<file path="src/rtl/i2c_bus_scheduler_pkg.sv">
// Shared constants for the I2C-style bus scheduler: FSM encoding and frame sizes.
package i2c_sched_pkg;
  localparam int ADDR_BITS = 8;
  localparam int DATA_BITS = 8;
  localparam int PULSES    = 16;

  localparam logic [1:0] IDLE  = 2'd0;
  localparam logic [1:0] SHIFT = 2'd1;
  localparam logic [1:0] FIN   = 2'd2;
endpackage

</file>
<file path="src/rtl/i2c_bus_scheduler_if.sv">
// Requester handshake plus shared serial wires. Signal names match the block's port list.
interface i2c_bus_scheduler_if #(parameter int N_REQ = 4);
  logic [N_REQ-1:0]   REQ;
  logic [8*N_REQ-1:0] ADDR_IN;
  logic [N_REQ-1:0]   GNT;
  logic [N_REQ-1:0]   DONE;
  logic [7:0]         DATA_OUT;
  logic               BUSY;
  logic               TX;
  logic               RX;
  logic               SCLK;

  modport master (input REQ, ADDR_IN, RX,
                  output GNT, DONE, DATA_OUT, BUSY, TX, SCLK);
  modport slave  (output REQ, ADDR_IN, RX,
                  input GNT, DONE, DATA_OUT, BUSY, TX, SCLK);
endinterface

</file>
<file path="src/rtl/i2c_bus_scheduler_rr_arbiter.sv">
// Combinational round-robin pick: first asserted request at or above rr_ptr, wrapping.
module i2c_rr_arbiter #(
  parameter int N_REQ = 4,
  parameter int PW    = 2
) (
  input  logic [N_REQ-1:0] req,
  input  logic [PW-1:0]    rr_ptr,
  output logic [N_REQ-1:0] win,
  output logic [PW-1:0]    win_idx,
  output logic             win_any
);
  logic [PW-1:0] j;

  // Scan from the pointer upward; the first hit wins and masks the rest.
  always_comb begin
    win     = '0;
    win_idx = '0;
    win_any = 1'b0;
    j       = '0;
    for (int i = 0; i < N_REQ; i++) begin
      j = PW'((int'(rr_ptr) + i) % N_REQ);
      if (!win_any && req[j]) begin
        win_any = 1'b1;
        win[j]  = 1'b1;
        win_idx = j;
      end
    end
  end
endmodule

</file>
<file path="src/rtl/i2c_bus_scheduler.sv">
// Round-robin owner of one serial master bus: 8 address bits out (LSB first),
// then 8 data bits in, with SCLK generated from CLK by a DIV-cycle half period.
module i2c_bus_scheduler
  import i2c_sched_pkg::*;
#(
  parameter int N_REQ = 4,
  parameter int DIV   = 4
) (
  input  logic                CLK,
  input  logic                RST,
  i2c_bus_scheduler_if.master bus
);
  localparam int PW = (N_REQ > 1) ? $clog2(N_REQ) : 1;
  localparam int DW = (DIV > 1) ? $clog2(DIV) : 1;

  logic [1:0]           state;
  logic [PW-1:0]        rr_ptr, gidx;
  logic [DW-1:0]        div_cnt;
  logic [3:0]           bit_cnt;
  logic [ADDR_BITS-1:0] addr_reg;
  logic [DATA_BITS-1:0] shreg;

  logic [N_REQ-1:0]     gnt, done;
  logic [DATA_BITS-1:0] data_out;
  logic                 busy, tx, sclk;

  logic [N_REQ-1:0]     win_oh;
  logic [PW-1:0]        win_idx;
  logic                 win_any;
  logic [ADDR_BITS-1:0] sel_addr;
  logic                 last_tick;

  i2c_rr_arbiter #(.N_REQ(N_REQ), .PW(PW)) u_arb (
    .req     (bus.REQ),
    .rr_ptr  (rr_ptr),
    .win     (win_oh),
    .win_idx (win_idx),
    .win_any (win_any)
  );

  // Winner's address byte and end-of-half-period strobe.
  always_comb begin
    sel_addr  = bus.ADDR_IN[int'(win_idx)*8 +: 8];
    last_tick = (div_cnt == DW'(DIV - 1));
  end

  // Transaction FSM, SCLK divider, shift registers and outputs.
  always_ff @(posedge CLK or posedge RST) begin
    if (RST) begin
      state    <= IDLE;
      rr_ptr   <= '0;
      gidx     <= '0;
      div_cnt  <= '0;
      bit_cnt  <= '0;
      addr_reg <= '0;
      shreg    <= '0;
      gnt      <= '0;
      done     <= '0;
      data_out <= '0;
      busy     <= 1'b0;
      tx       <= 1'b0;
      sclk     <= 1'b0;
    end else begin
      done <= '0;
      case (state)
        IDLE: begin
          if (win_any) begin
            gnt      <= win_oh;
            busy     <= 1'b1;
            gidx     <= win_idx;
            addr_reg <= sel_addr;
            // Pulse 0's low phase begins with the grant, so bit 0 goes out now
            // straight from the input rather than from addr_reg.
            tx       <= sel_addr[0];
            sclk     <= 1'b0;
            div_cnt  <= '0;
            bit_cnt  <= '0;
            shreg    <= '0;
            state    <= SHIFT;
          end
        end
        SHIFT: begin
          if (!last_tick) begin
            div_cnt <= div_cnt + DW'(1);
          end else begin
            div_cnt <= '0;
            if (!sclk) begin
              sclk <= 1'b1;
            end else begin
              sclk <= 1'b0;
              if (bit_cnt >= 4'(ADDR_BITS)) shreg[bit_cnt[2:0]] <= bus.RX;
              if (bit_cnt == 4'(PULSES - 1)) begin
                // Last bit is captured in this same edge, so fold it in directly.
                data_out <= {bus.RX, shreg[DATA_BITS-2:0]};
                done     <= gnt;
                gnt      <= '0;
                busy     <= 1'b0;
                tx       <= 1'b0;
                state    <= FIN;
              end else begin
                bit_cnt <= bit_cnt + 4'd1;
                tx      <= (bit_cnt < 4'(ADDR_BITS - 1)) ? addr_reg[bit_cnt[2:0] + 3'd1] : 1'b0;
              end
            end
          end
        end
        FIN: begin
          rr_ptr <= (gidx == PW'(N_REQ - 1)) ? '0 : gidx + PW'(1);
          state  <= IDLE;
        end
        default: state <= IDLE;
      endcase
    end
  end

  assign bus.GNT      = gnt;
  assign bus.DONE     = done;
  assign bus.DATA_OUT = data_out;
  assign bus.BUSY     = busy;
  assign bus.TX       = tx;
  assign bus.SCLK     = sclk;
endmodule

</file>
<file path="src/flat_wrapper.sv">
// flat-port wrapper written by rule: the top's interface ports become plain ports
module i2c_bus_scheduler_flat import i2c_sched_pkg::*;
#(
  parameter int N_REQ = 4,
  parameter int DIV   = 4
)
  (CLK, RST, bus_REQ, bus_ADDR_IN, bus_RX, bus_GNT, bus_DONE, bus_DATA_OUT, bus_BUSY, bus_TX, bus_SCLK);
  i2c_bus_scheduler_if #(.N_REQ(N_REQ)) bus_i ();
  input  logic CLK;
  input  logic RST;
  input wire logic [$bits(bus_i.REQ)-1:0] bus_REQ;
  input wire logic [$bits(bus_i.ADDR_IN)-1:0] bus_ADDR_IN;
  input wire logic [$bits(bus_i.RX)-1:0] bus_RX;
  output wire logic [$bits(bus_i.GNT)-1:0] bus_GNT;
  output wire logic [$bits(bus_i.DONE)-1:0] bus_DONE;
  output wire logic [$bits(bus_i.DATA_OUT)-1:0] bus_DATA_OUT;
  output wire logic [$bits(bus_i.BUSY)-1:0] bus_BUSY;
  output wire logic [$bits(bus_i.TX)-1:0] bus_TX;
  output wire logic [$bits(bus_i.SCLK)-1:0] bus_SCLK;
  assign bus_i.REQ = bus_REQ;
  assign bus_i.ADDR_IN = bus_ADDR_IN;
  assign bus_i.RX = bus_RX;
  assign bus_GNT = bus_i.GNT;
  assign bus_DONE = bus_i.DONE;
  assign bus_DATA_OUT = bus_i.DATA_OUT;
  assign bus_BUSY = bus_i.BUSY;
  assign bus_TX = bus_i.TX;
  assign bus_SCLK = bus_i.SCLK;
  i2c_bus_scheduler #(.N_REQ(N_REQ), .DIV(DIV)) u_core (.CLK(CLK), .RST(RST), .bus(bus_i));
endmodule
</file>
<file path="config.mk">
export PLATFORM = sky130hd
export DESIGN_NAME = i2c_bus_scheduler_flat
export DESIGN_NICKNAME = d
export VERILOG_FILES = /design/src/rtl/i2c_bus_scheduler_pkg.sv /design/src/rtl/i2c_bus_scheduler_if.sv /design/src/rtl/i2c_bus_scheduler_rr_arbiter.sv /design/src/rtl/i2c_bus_scheduler.sv /design/src/flat_wrapper.sv
export SDC_FILE = /design/constraint.sdc
export NUM_CORES = 1
export LEC_CHECK = 0
export ABC_AREA = 1
export BUFFER_PORTS_ARGS = -buffer_cell sky130_fd_sc_hd__buf_2
export CORE_MARGIN = 2
export CORE_UTILIZATION = 55
export CTS_CLUSTER_DIAMETER = 120
export DETAILED_ROUTE_END_ITERATION = 12
export GPL_ROUTABILITY_DRIVEN = 0
export PLACE_DENSITY_LB_ADDON = 0.08
export SLEW_MARGIN = 20
export SYNTH_ARGS = -nofsm -noshare
export SYNTH_HDL_FRONTEND = slang
export SYNTH_SLANG_ARGS = --single-unit
</file>
<file path="constraint.sdc">
create_clock -name CLK -period 5.5 [get_ports CLK]
set_input_delay 0.55 -clock CLK [delete_from_list [all_inputs] [get_ports CLK]]
set_output_delay 0.55 -clock CLK [all_outputs]
set_load 0.05 [all_outputs]
</file>
==> out/results.md, run 1 <==
| Parameter | Value | Unit |
|:---|:---|:---|
| Gate count of the mapped netlist | 376 | - |
| Number of rows created at floorplan | 27 | - |
| Floorplan Core Area | 5510 | µm² |
| Maximum number of pins on one net before global-route repair | 47 | - |
| Clock Sink Count | 46 | - |
| Syn_nets | 426 | - |
| Global-route wire length before repair | 11000 | µm |
| Area grow syn2layout | 12.9 | % |
| Via count of the first global-routing pass | 2396 | - |
| Area of the mapped netlist | 3150 | µm² |
| Total track usage | 0.221 | - |
| GRT met1 Usage | 0.317 | - |
| Length of the first detailed-routing pass in iterations | 4 | - |
| Largest area contributor in the netlist | sky130_fd_sc_hd__dfrtp_1 | - |
| Routed len/inst | 12.7 | µm |
| Global route hottest layer | met2 | - |
| Measured slew at the worst slew-check pin | 0.679 | ns |
| Yosys reg bits | 46 | - |
| Top-level I/O count | 58 | - |
| Port Buf Inserts | 57 | - |
| Min-delay worst type | in -> async | - |
| Number of levels in the clock H-tree | 2 | - |
| Number of fillers in the final layout | 499 | - |
| Utilization of the core after routing | 0.646 | - |
| Post-Synthesis Mean Instance Area | 8.38 | µm² |
| Number of antenna violations at the first check in global routing | 0 | - |
| Clock latency reported for the late side of the worst-skew pair | 0.30 | ns |
| Clk pin slew, worst setup/hold paths | 0.09 | ns |
| Number of design-rule violations left by the first detailed-router iteration | 169 | - |
| Final hold violations | 0 | - |
| Max-capacitance violation count | 0 | - |
| Half-perimeter wire length of the detailed placement result | 4800 | µm |
| Type of element capturing the critical path | flip-flop | - |
| Leakage component of the power | 1.88 | nW |
| Post-Route Skew | 0.00813 | ns |
| Share of the clock period used by the worst path | 0.515 | - |
| Non-filler cells in the finished layout | 502 | - |
| Register area share after synthesis | 0.365 | - |
| Arrival time of data at the critical path endpoint | 3.05 | ns |
| Detail Route Antenna Nets | 0 | - |
| Via Count | 2595 | - |
| Number of design rule violations left after detail routing | 0 | - |
| Max VDD drop | 137 | µV |
| Total power divided by cell area | 186 | nW/µm² |
| Startpoint types | flip-flop | - |
| Slew margin rel. | 0.548 | - |
| Vias per Instance | 5.17 | - |
| Antenna cell count | 0 | - |
| Peak Freq | 0.353 | GHz |
| Number of buffers inserted to repair setup after CTS | 0 | - |
| Post-Route WL | 6370 | µm |
| Root Buffer Master | sky130_fd_sc_hd__clkbuf_8 | - |
| Setup repair after global routing missed its margin | no | - |
| Number of different library cells in the post-synthesis netlist | 40 | - |
| Final sum of negative setup slack | 0 | ns |
| X dimension of the die | 79.7 | µm |
| Top area cells in the synthesized netlist | sky130_fd_sc_hd__dfrtp_1, sky130_fd_sc_hd__nand2_1, sky130_fd_sc_hd__inv_1, sky130_fd_sc_hd__ha_1, sky130_fd_sc_hd__nand2_2 | - |
| Number of synthesis warnings | 0 | - |
| Final Net Count | 479 | - |
| Fraction of met2 tracks used by global routing | 0.353 | - |
| Crit path required time | 5.72 | ns |
| Final setup violation count | 0 | - |
| Starting density of the core | 0.572 | - |
| Final count of pins violating max slew | 0 | - |
| Worst-path maximum fanout | 16 | - |
| Total chip power | 663 | µW |
| Clock tree from TritonCTS | built | - |
| Outcome | finished, final reports clean | - |
| GRT overflow | 0 | - |
| GR met3 Demand/Resource | 0.0339 | - |
| Proportion of layout cells with a drive suffix above 1 | 0.319 | - |
| Number of clock buffers inserted by TritonCTS | 5 | - |
| Min Tclk post-route | 2.83 | ns |
| Y dimension of the die | 79.7 | µm |
| Area fraction of the dominant cell type after synthesis | 0.365 | - |
| Die Footprint | 6350 | µm² |
| Largest buffer count on any clock path | 2 | - |
| Hold-fix buffers, CTS | 0 | - |
| Critical path class | reg -> reg | - |
| Cell count after placement | 494 | - |
| Number of resized instances in the post-cts repair step | 0 | - |
-- cell type report --
class,instances,area (µm²),area share
clock buffers,5,68.8,0.0193
clock inverters,3,43.8,0.0123
inverters,54,210,0.0591
multi-input cells,264,1700,0.478
flip-flops and latches,46,1150,0.324
well taps,72,90.1,0.0253
repair buffers,58,293,0.0823
-- through the flow --
step	instance area (µm²)	hold WS [ns]	setup WS, ns
6_report	3560	0.368	2.67
3_3_place_gp	3440	0.465	2.84
5_1_grt	3560	0.411	2.43
2_1_floorplan	3150	0.444	3.30
4_1_cts	3560	0.397	2.67
3_5_place_dp	3440	0.467	2.70
-- kinds of logic after synthesis --
logic type               Yosys count  share of synthesized area
adder cells (fa/ha/maj)           11                     0.0437
buffers and inverters             66                     0.0953
flip-flops                        46                      0.365
AND/OR/NAND/NOR                  177                      0.306
multiplexers                       8                     0.0286
XOR/XNOR                           1                    0.00278
AO/OA/AOI/OAI                     67                      0.159
-- placed cells by master (no fill, tap or decap), types with 9 or more instances in the layout --
cell type	n
sky130_fd_sc_hd__o21ai_0	15
sky130_fd_sc_hd__ha_1	11
sky130_fd_sc_hd__nor2_1	22
sky130_fd_sc_hd__nand3_1	25
sky130_fd_sc_hd__buf_2	57
sky130_fd_sc_hd__inv_1	46
sky130_fd_sc_hd__nand2_1	77
sky130_fd_sc_hd__dfrtp_1	46
sky130_fd_sc_hd__nand2_2	20
sky130_fd_sc_hd__a21oi_1	10
sky130_fd_sc_hd__o211ai_1	9
sky130_fd_sc_hd__nor3_1	10
-- power by group --
part           internal [mW]  leakage, nW  total (mW)  switching (mW)
combinational         0.0267         1.24      0.0731          0.0464
sequential             0.338        0.579       0.338        0.000181
clock                  0.136       0.0585       0.251           0.115
-- metal layers --
layer  vias up  wire length, µm
met5         -                0
met3         8              247
li1       1344                -
met4         0               54
met2        56             3060
met1      1187             3000
-- critical path: stages, from the launching register on --
cell and delay [ns]:
sky130_fd_sc_hd__dfrtp_1 0.79, sky130_fd_sc_hd__inv_8 0.11, sky130_fd_sc_hd__ha_1 0.40, sky130_fd_sc_hd__inv_1 0.16, sky130_fd_sc_hd__nand3_4 0.13, sky130_fd_sc_hd__nand2_8 0.11
sky130_fd_sc_hd__nand3_4 0.09, sky130_fd_sc_hd__o21ai_4 0.43, sky130_fd_sc_hd__inv_2 0.22, sky130_fd_sc_hd__nor2_1 0.18, sky130_fd_sc_hd__nand2_1 0.06, sky130_fd_sc_hd__o21ai_0 0.07
-- cell usage after synthesis, drive strengths merged --
cell type / number
nand2: 103
inv: 54
dfrtp: 46
nand3: 33
nor2: 27
o21ai: 25
o211ai: 14
a21oi: 13
ha: 11
buf: 10
nor3: 10
mux2: 8
a22oi: 4
nand4: 4
o22ai: 4
clkbuf: 2
o21a: 2
o31ai: 2
a2111oi: 1
a21boi: 1
a22o: 1
xor2: 1
-- worst paths after layout --
| kind | startpoint | endpoint | slack [ns] | depth (start not counted) |
|---|---|---|---|---|
| worst max-delay path | u_core.rr_ptr[0]$_DFFE_PP0N_ | u_core.div_cnt[0]$_DFFE_PP0P_ | 2.67 | 11 |
| worst min-delay path | RST | u_core.bus.DATA_OUT[7]$_DFFE_PP0P_ | 0.37 | 3 |
| worst max register to register | u_core.rr_ptr[0]$_DFFE_PP0N_ | u_core.div_cnt[0]$_DFFE_PP0P_ | 2.67 | 11 |
| worst min register to register | u_core.addr_reg[7]$_DFFE_PP0P_ | u_core.addr_reg[7]$_DFFE_PP0P_ | 0.49 | 2 |
| max in group asynchronous | RST | u_core.bus.TX$_DFFE_PP0P_ | 4.73 | 3 |
| min in group CLK | u_core.addr_reg[7]$_DFFE_PP0P_ | u_core.addr_reg[7]$_DFFE_PP0P_ | 0.49 | 2 |
No activity file was read; power rests on OpenSTA's default activity.
==> run 2, diff against run 1 <==
- clock period: 5.5 -> 2.7 ns (I/O delays scaled with it)
==> run 2 against run 1 <==
Effect of this change:
- critical path type unchanged
- non-clock buffer count increased by 3
- critical endpoint is now u_core.addr_reg[5]$_DFFE_PP0P_
- cell count increased by 0.60%
- setup slack got worse by 2.4 ns
==> out/results.md, run 2 (same netlist as run 1, synthesis figures left out) <==
| Parameter | Value | Unit | vs previous |
|:---|:---|:---|:---|
| Via count of the first global-routing pass | 2512 | - | was 2396 |
| Clock tree from TritonCTS | built | - | unchanged |
| Final sum of negative setup slack | 0 | ns | unchanged |
| Starting density of the core | 0.572 | - | unchanged |
| X dimension of the die | 79.7 | µm | unchanged |
| Post-Route WL | 6350 | µm | was 6370 µm |
| Setup repair after global routing missed its margin | no | - | unchanged |
| Number of fillers in the final layout | 498 | - | was 499 |
| Cell count after placement | 497 | - | was 494 |
| Detail Route Antenna Nets | 0 | - | unchanged |
| Y dimension of the die | 79.7 | µm | unchanged |
| Outcome | finished, final reports clean | - | unchanged |
| Share of the clock period used by the worst path | 0.905 | - | was 0.515 |
| Antenna cell count | 0 | - | unchanged |
| Clock latency reported for the late side of the worst-skew pair | 0.30 | ns | about the same |
| Crit path required time | 2.89 | ns | was 5.72 ns |
| Floorplan Core Area | 5510 | µm² | unchanged |
| Number of buffers inserted to repair setup after CTS | 0 | - | unchanged |
| Root Buffer Master | sky130_fd_sc_hd__clkbuf_8 | - | unchanged |
| Length of the first detailed-routing pass in iterations | 5 | - | was 4 |
| Peak Freq | 0.409 | GHz | was 0.353 GHz |
| Final hold violations | 0 | - | unchanged |
| Routed len/inst | 12.6 | µm | was 12.7 µm |
| Number of levels in the clock H-tree | 2 | - | unchanged |
| Most common cell after layout, fill and taps aside | sky130_fd_sc_hd__nand2_1 | - | unchanged |
| Die Footprint | 6350 | µm² | unchanged |
| Worst r2r path cells | 15 | - | was 11 |
| Number of antenna violations at the first check in global routing | 0 | - | unchanged |
| Min Tclk post-route | 2.44 | ns | was 2.83 ns |
| Number of resized instances in the post-cts repair step | 0 | - | unchanged |
| Maximum number of pins on one net before global-route repair | 29 | - | was 47 |
| Type of element capturing the critical path | flip-flop | - | unchanged |
| Number of rows created at floorplan | 27 | - | unchanged |
| Largest buffer count on any clock path | 2 | - | unchanged |
| Port Buf Inserts | 57 | - | unchanged |
| Measured slew at the worst slew-check pin | 0.575 | ns | was 0.679 ns |
| Top-level I/O count | 58 | - | unchanged |
| Critical path class | reg -> reg | - | unchanged |
| Min-delay worst type | in -> async | - | unchanged |
| Clk pin slew, worst setup/hold paths | 0.09 | ns | about the same |
| Number of clock buffers inserted by TritonCTS | 5 | - | unchanged |
| Clock Sink Count | 46 | - | unchanged |
| Final worst setup slack | 0.257 | ns | was 2.67 ns |
| Hold-fix buffers, CTS | 0 | - | unchanged |
| Final count of pins violating max slew | 0 | - | unchanged |
| Max VDD drop | 301 | µV | was 137 µV |
| Storage element area | 1150 | µm² | unchanged |
| GRT overflow | 0 | - | unchanged |
| Startpoint types | flip-flop | - | unchanged |
| Worst-path maximum fanout | 28 | - | was 16 |
| Number of design rule violations left after detail routing | 0 | - | unchanged |
| Area grow syn2layout | 13.5 | % | was 12.9% |
| Leakage component of the power | 1.89 | nW | was 1.88 nW |
| Slew margin rel. | 0.616 | - | was 0.548 |
| Post-placement setup slack | 0.252 | ns | was 2.70 ns |
| Via Count | 2629 | - | was 2595 |
| Highest-count cells in the layout ignoring fill and taps | sky130_fd_sc_hd__nand2_1, sky130_fd_sc_hd__buf_2, sky130_fd_sc_hd__inv_1, sky130_fd_sc_hd__dfrtp_1, sky130_fd_sc_hd__nand3_1 | - | unchanged |
| Final Net Count | 482 | - | was 479 |
| Post-Route Skew | 0.0109 | ns | was 0.00813 ns |
| Footprint of the multi-input gates | 1700 | µm² | unchanged |
| Global-route wire length before repair | 11300 | µm | was 11000 µm |
| Half-perimeter wire length of the detailed placement result | 4880 | µm | was 4800 µm |
| Utilization of the core after routing | 0.650 | - | was 0.646 |
| Max-capacitance violation count | 0 | - | unchanged |
| Total track usage | 0.226 | - | was 0.221 |
| Proportion of layout cells with a drive suffix above 1 | 0.323 | - | was 0.319 |
| Vias per Instance | 5.21 | - | was 5.17 |
| Final setup violation count | 0 | - | unchanged |
| Non-filler cells in the finished layout | 505 | - | was 502 |
| Arrival time of data at the critical path endpoint | 2.63 | ns | was 3.05 ns |
| Total power divided by cell area | 376 | nW/µm² | was 186 nW/µm² |
| Number of design-rule violations left by the first detailed-router iteration | 138 | - | was 169 |
run 2: changes by cell type in the layout (fill, tap and decap cells not counted), sizes merged:
cell | previous run | this run
buf | 58 | 61
clkinv | 2 | 0
clkbuf | 5 | 6
clkinvlp | 0 | 1
run 2: layer usage:
metal / vias to the layer above / share of wire / track usage
li1: 1350 / - / -
met1: 1203 / 0.47 / 0.307
met2: 67 / 0.48 / 0.377
met3: 9 / 0.039 / 0.0351
met4: 0 / 0.011 / 0.0552
met5: - / 0 / 0
run 2: per-stage QoR:
stage                     power, mW  hold WS [ns]  cell area, µm²
after detailed placement      0.855         0.408            3470
after global routing           1.40        0.0763            3580
after floorplan               0.813         0.444            3150
after global placement        0.851         0.406            3470
final                          1.34        0.0145            3580
after CTS                      1.36        0.0793            3580
run 2: area by class of cell:
type                    instances  area share
inverters                      54      0.0588
flip-flops and latches         46       0.322
multi-input cells             264       0.475
well taps                      72      0.0252
repair buffers                 61      0.0881
clock buffers                   6      0.0203
clock inverters                 2      0.0105
run 2: path summary, 6_finish.rpt:
kind / start / endpoint / slack [ns]
setup / recovery: u_core.rr_ptr[1]$_DFFE_PP0N_ / u_core.addr_reg[5]$_DFFE_PP0P_ / 0.26
hold / removal: RST / u_core.bus.DONE[0]$_DFF_PP0_ / 0.01
setup reg to reg: u_core.rr_ptr[1]$_DFFE_PP0N_ / u_core.addr_reg[5]$_DFFE_PP0P_ / 0.26
hold reg to reg: u_core.addr_reg[7]$_DFFE_PP0P_ / u_core.addr_reg[7]$_DFFE_PP0P_ / 0.49
max in group asynchronous: RST / u_core.addr_reg[7]$_DFFE_PP0P_ / 2.00
min in group CLK: bus_ADDR_IN[25] / u_core.addr_reg[1]$_DFFE_PP0P_ / 0.24
run 2: worst max-delay path, stage by stage, from the launching register on:
cell and delay [ns]:
sky130_fd_sc_hd__dfrtp_1 0.51, sky130_fd_sc_hd__inv_2 0.16, sky130_fd_sc_hd__ha_1 0.41, sky130_fd_sc_hd__inv_1 0.12, sky130_fd_sc_hd__nand3_4 0.12, sky130_fd_sc_hd__nand2_8 0.08
sky130_fd_sc_hd__nor2_4 0.20, sky130_fd_sc_hd__nor2_4 0.05, sky130_fd_sc_hd__nand2_4 0.10, sky130_fd_sc_hd__nand2_8 0.13, sky130_fd_sc_hd__inv_1 0.14, sky130_fd_sc_hd__nand2_1 0.06
sky130_fd_sc_hd__nand3_1 0.06, sky130_fd_sc_hd__nand2_1 0.05, sky130_fd_sc_hd__nand2_1 0.05, sky130_fd_sc_hd__o21ai_1 0.06
run 2: power by group:
group          switching [mW]  total, mW  internal, mW
combinational          0.0948      0.149        0.0546
clock                   0.230      0.506         0.276
sequential           0.000360      0.689         0.689
total                   0.325       1.34          1.02
==> run 3, diff against run 2 <==
- REMOVE_ABC_BUFFERS: default -> 1
==> run 3 against run 2 <==
Effect of this change:
- sequential share of layout area about the same
- via count increased by 0.49%
- hold slack improved by 0.011 ns
- clock power about the same
- global-route usage decreased by 0.50 points
- critical path type unchanged
==> out/results.md, run 3 (same netlist as run 1, synthesis figures left out) <==
| Parameter | Value | Unit | vs previous |
|:---|:---|:---|:---|
| Number of clock buffers inserted by TritonCTS | 5 | - | unchanged |
| Final Net Count | 482 | - | unchanged |
| Crit path required time | 2.89 | ns | about the same |
| Clock Sink Count | 46 | - | unchanged |
| X dimension of the die | 79.7 | µm | unchanged |
| Outcome | finished, final reports clean | - | unchanged |
| Critical path class | reg -> reg | - | unchanged |
| Floorplan Core Area | 5510 | µm² | unchanged |
| Via Count | 2642 | - | was 2629 |
| Detail Route Antenna Nets | 0 | - | unchanged |
| Clock tree from TritonCTS | built | - | unchanged |
| Root Buffer Master | sky130_fd_sc_hd__clkbuf_8 | - | unchanged |
| Startpoint types | flip-flop | - | unchanged |
| Maximum number of pins on one net before global-route repair | 30 | - | was 29 |
| Share of the clock period used by the worst path | 0.885 | - | was 0.905 |
| Most common cell after layout, fill and taps aside | sky130_fd_sc_hd__nand2_1 | - | unchanged |
| Arrival time of data at the critical path endpoint | 2.58 | ns | was 2.63 ns |
| Number of buffers inserted to repair setup after CTS | 0 | - | unchanged |
| Min Tclk post-route | 2.39 | ns | was 2.44 ns |
| Final setup violation count | 0 | - | unchanged |
| Number of design rule violations left after detail routing | 0 | - | unchanged |
| Clk pin slew, worst setup/hold paths | 0.09 | ns | about the same |
| Number of design-rule violations left by the first detailed-router iteration | 87 | - | was 138 |
| Total track usage | 0.221 | - | was 0.226 |
| Setup repair after global routing missed its margin | no | - | unchanged |
| Vias per Instance | 5.23 | - | was 5.21 |
| Leakage component of the power | 1.90 | nW | was 1.89 nW |
| Total power divided by cell area | 376 | nW/µm² | about the same |
| Via count of the first global-routing pass | 2507 | - | was 2512 |
| Worst Hold Margin | 0.0256 | ns | was 0.0145 ns |
| Antenna cell count | 0 | - | unchanged |
| Peak Freq | 0.419 | GHz | was 0.409 GHz |
| Part of the total power dissipated in the clock network | 0.377 | - | was 0.376 |
| Max VDD drop | 328 | µV | was 301 µV |
| Half-perimeter wire length of the detailed placement result | 4790 | µm | was 4880 µm |
| Utilization of the core after routing | 0.649 | - | was 0.650 |
| Port Buf Inserts | 57 | - | unchanged |
| Type of element capturing the critical path | flip-flop | - | unchanged |
| Switching power as a share of total power | 0.244 | - | was 0.242 |
| Measured slew at the worst slew-check pin | 0.609 | ns | was 0.575 ns |
| Die Footprint | 6350 | µm² | unchanged |
| Largest buffer count on any clock path | 2 | - | unchanged |
| Clock latency reported for the late side of the worst-skew pair | 0.30 | ns | about the same |
| Part of the total power dissipated in sequential elements | 0.513 | - | about the same |
| Y dimension of the die | 79.7 | µm | unchanged |
| Post-Route Skew | 0.00566 | ns | was 0.0109 ns |
| Number of levels in the clock H-tree | 2 | - | unchanged |
| Combinational fraction of design power | 0.110 | - | was 0.111 |
| Routed len/inst | 12.3 | µm | was 12.6 µm |
| Number of resized instances in the post-cts repair step | 0 | - | unchanged |
| Cell-internal power | 1.02 | mW | about the same |
| Proportion of layout cells with a drive suffix above 1 | 0.326 | - | was 0.323 |
| GRT overflow | 0 | - | unchanged |
| Worst-path maximum fanout | 28 | - | unchanged |
| Hold-fix buffers, CTS | 0 | - | unchanged |
| Top-level I/O count | 58 | - | unchanged |
| Starting density of the core | 0.572 | - | unchanged |
| Highest-count cells in the layout ignoring fill and taps | sky130_fd_sc_hd__nand2_1, sky130_fd_sc_hd__buf_2, sky130_fd_sc_hd__inv_1, sky130_fd_sc_hd__dfrtp_1, sky130_fd_sc_hd__nand3_1 | - | unchanged |
| Slew margin rel. | 0.594 | - | was 0.616 |
| Post-Route WL | 6220 | µm | was 6350 µm |
| Number of antenna violations at the first check in global routing | 0 | - | unchanged |
| Final count of pins violating max slew | 0 | - | unchanged |
| Final sum of negative setup slack | 0 | ns | unchanged |
| Power dissipated by switching net loads | 328 | µW | was 325 µW |
| Final hold violations | 0 | - | unchanged |
| Max-capacitance violation count | 0 | - | unchanged |
| Global-route wire length before repair | 11100 | µm | was 11300 µm |
| Area grow syn2layout | 13.5 | % | about the same |
| Min-delay worst type | in -> async | - | unchanged |
| Number of rows created at floorplan | 27 | - | unchanged |
| Length of the first detailed-routing pass in iterations | 4 | - | was 5 |
## run 3: cell types whose count changed in the layout (fill, tap and decap cells not counted)
cell,delta
sky130_fd_sc_hd__clkinvlp_4,-1
sky130_fd_sc_hd__clkinv_2,+2
sky130_fd_sc_hd__clkbuf_1,-1
## run 3: stage by stage
step / std cells / power [mW] / instance area (µm²) / setup slack (ns)
6_report: 505 / 1.34 / 3580 / 0.311
5_1_grt: 505 / 1.41 / 3580 / 0.0425
4_1_cts: 505 / 1.36 / 3580 / 0.300
2_1_floorplan: 364 / 0.802 / 3060 / 0.280
3_3_place_gp: 497 / 0.850 / 3470 / 0.407
3_5_place_dp: 497 / 0.853 / 3470 / 0.317
## run 3: metal layers
metal  routed length [µm]  vias to the layer above  track usage
met1                 2950                     1218        0.304
met4                   82                        0       0.0776
li1                     -                     1347            -
met2                 2910                       70        0.351
met5                    0                        -            0
met3                  279                        7       0.0362
## run 3: power by group through the flow
| stage | Sequential [mW] | Clock (mW) | Combinational (mW) |
|---|---|---|---|
| floorplan | 0.706 | 0 | 0.0964 |
| global placement | 0.703 | 0 | 0.147 |
| detailed placement | 0.703 | 0 | 0.150 |
| CTS | 0.689 | 0.516 | 0.151 |
| global route | 0.690 | 0.546 | 0.169 |
| finish | 0.689 | 0.507 | 0.148 |
## run 3: worst paths after layout
check / startpoint / to / slack (ns) / cells past startpoint
min reg2reg: u_core.addr_reg[7]$_DFFE_PP0P_ / u_core.addr_reg[7]$_DFFE_PP0P_ / 0.49 / 2
max reg2reg: u_core.rr_ptr[1]$_DFFE_PP0N_ / u_core.addr_reg[3]$_DFFE_PP0P_ / 0.31 / 15
max in group asynchronous: RST / u_core.bit_cnt[1]$_DFFE_PP0P_ / 2.00 / 3
min: RST / u_core.bus.DATA_OUT[4]$_DFFE_PP0P_ / 0.03 / 2
max: u_core.rr_ptr[1]$_DFFE_PP0N_ / u_core.addr_reg[3]$_DFFE_PP0P_ / 0.31 / 15
min in group CLK: bus_ADDR_IN[25] / u_core.addr_reg[1]$_DFFE_PP0P_ / 0.24 / 3
## run 3: area by class of cell
type	instances	area [µm²]
flip-flops and latches	46	1150
multi-input cells	264	1700
repair buffers	61	315
well taps	72	90.1
fillers	503	1930
clock buffers	5	68.8
inverters	54	210
clock inverters	3	40.0
## run 3: critical path: stages, from the launching register on
cell	delay (ns)
sky130_fd_sc_hd__dfrtp_1	0.50
sky130_fd_sc_hd__inv_2	0.15
sky130_fd_sc_hd__ha_1	0.39
sky130_fd_sc_hd__inv_1	0.11
sky130_fd_sc_hd__nand3_4	0.13
sky130_fd_sc_hd__nand2_8	0.09
sky130_fd_sc_hd__nor2_4	0.18
sky130_fd_sc_hd__nor2_4	0.05
sky130_fd_sc_hd__nand2_4	0.10
sky130_fd_sc_hd__nand2_8	0.13
sky130_fd_sc_hd__inv_1	0.14
sky130_fd_sc_hd__nand2_1	0.06
sky130_fd_sc_hd__nand3_1	0.06
sky130_fd_sc_hd__nand2_1	0.05
sky130_fd_sc_hd__nand2_1	0.05
sky130_fd_sc_hd__o21ai_1	0.06
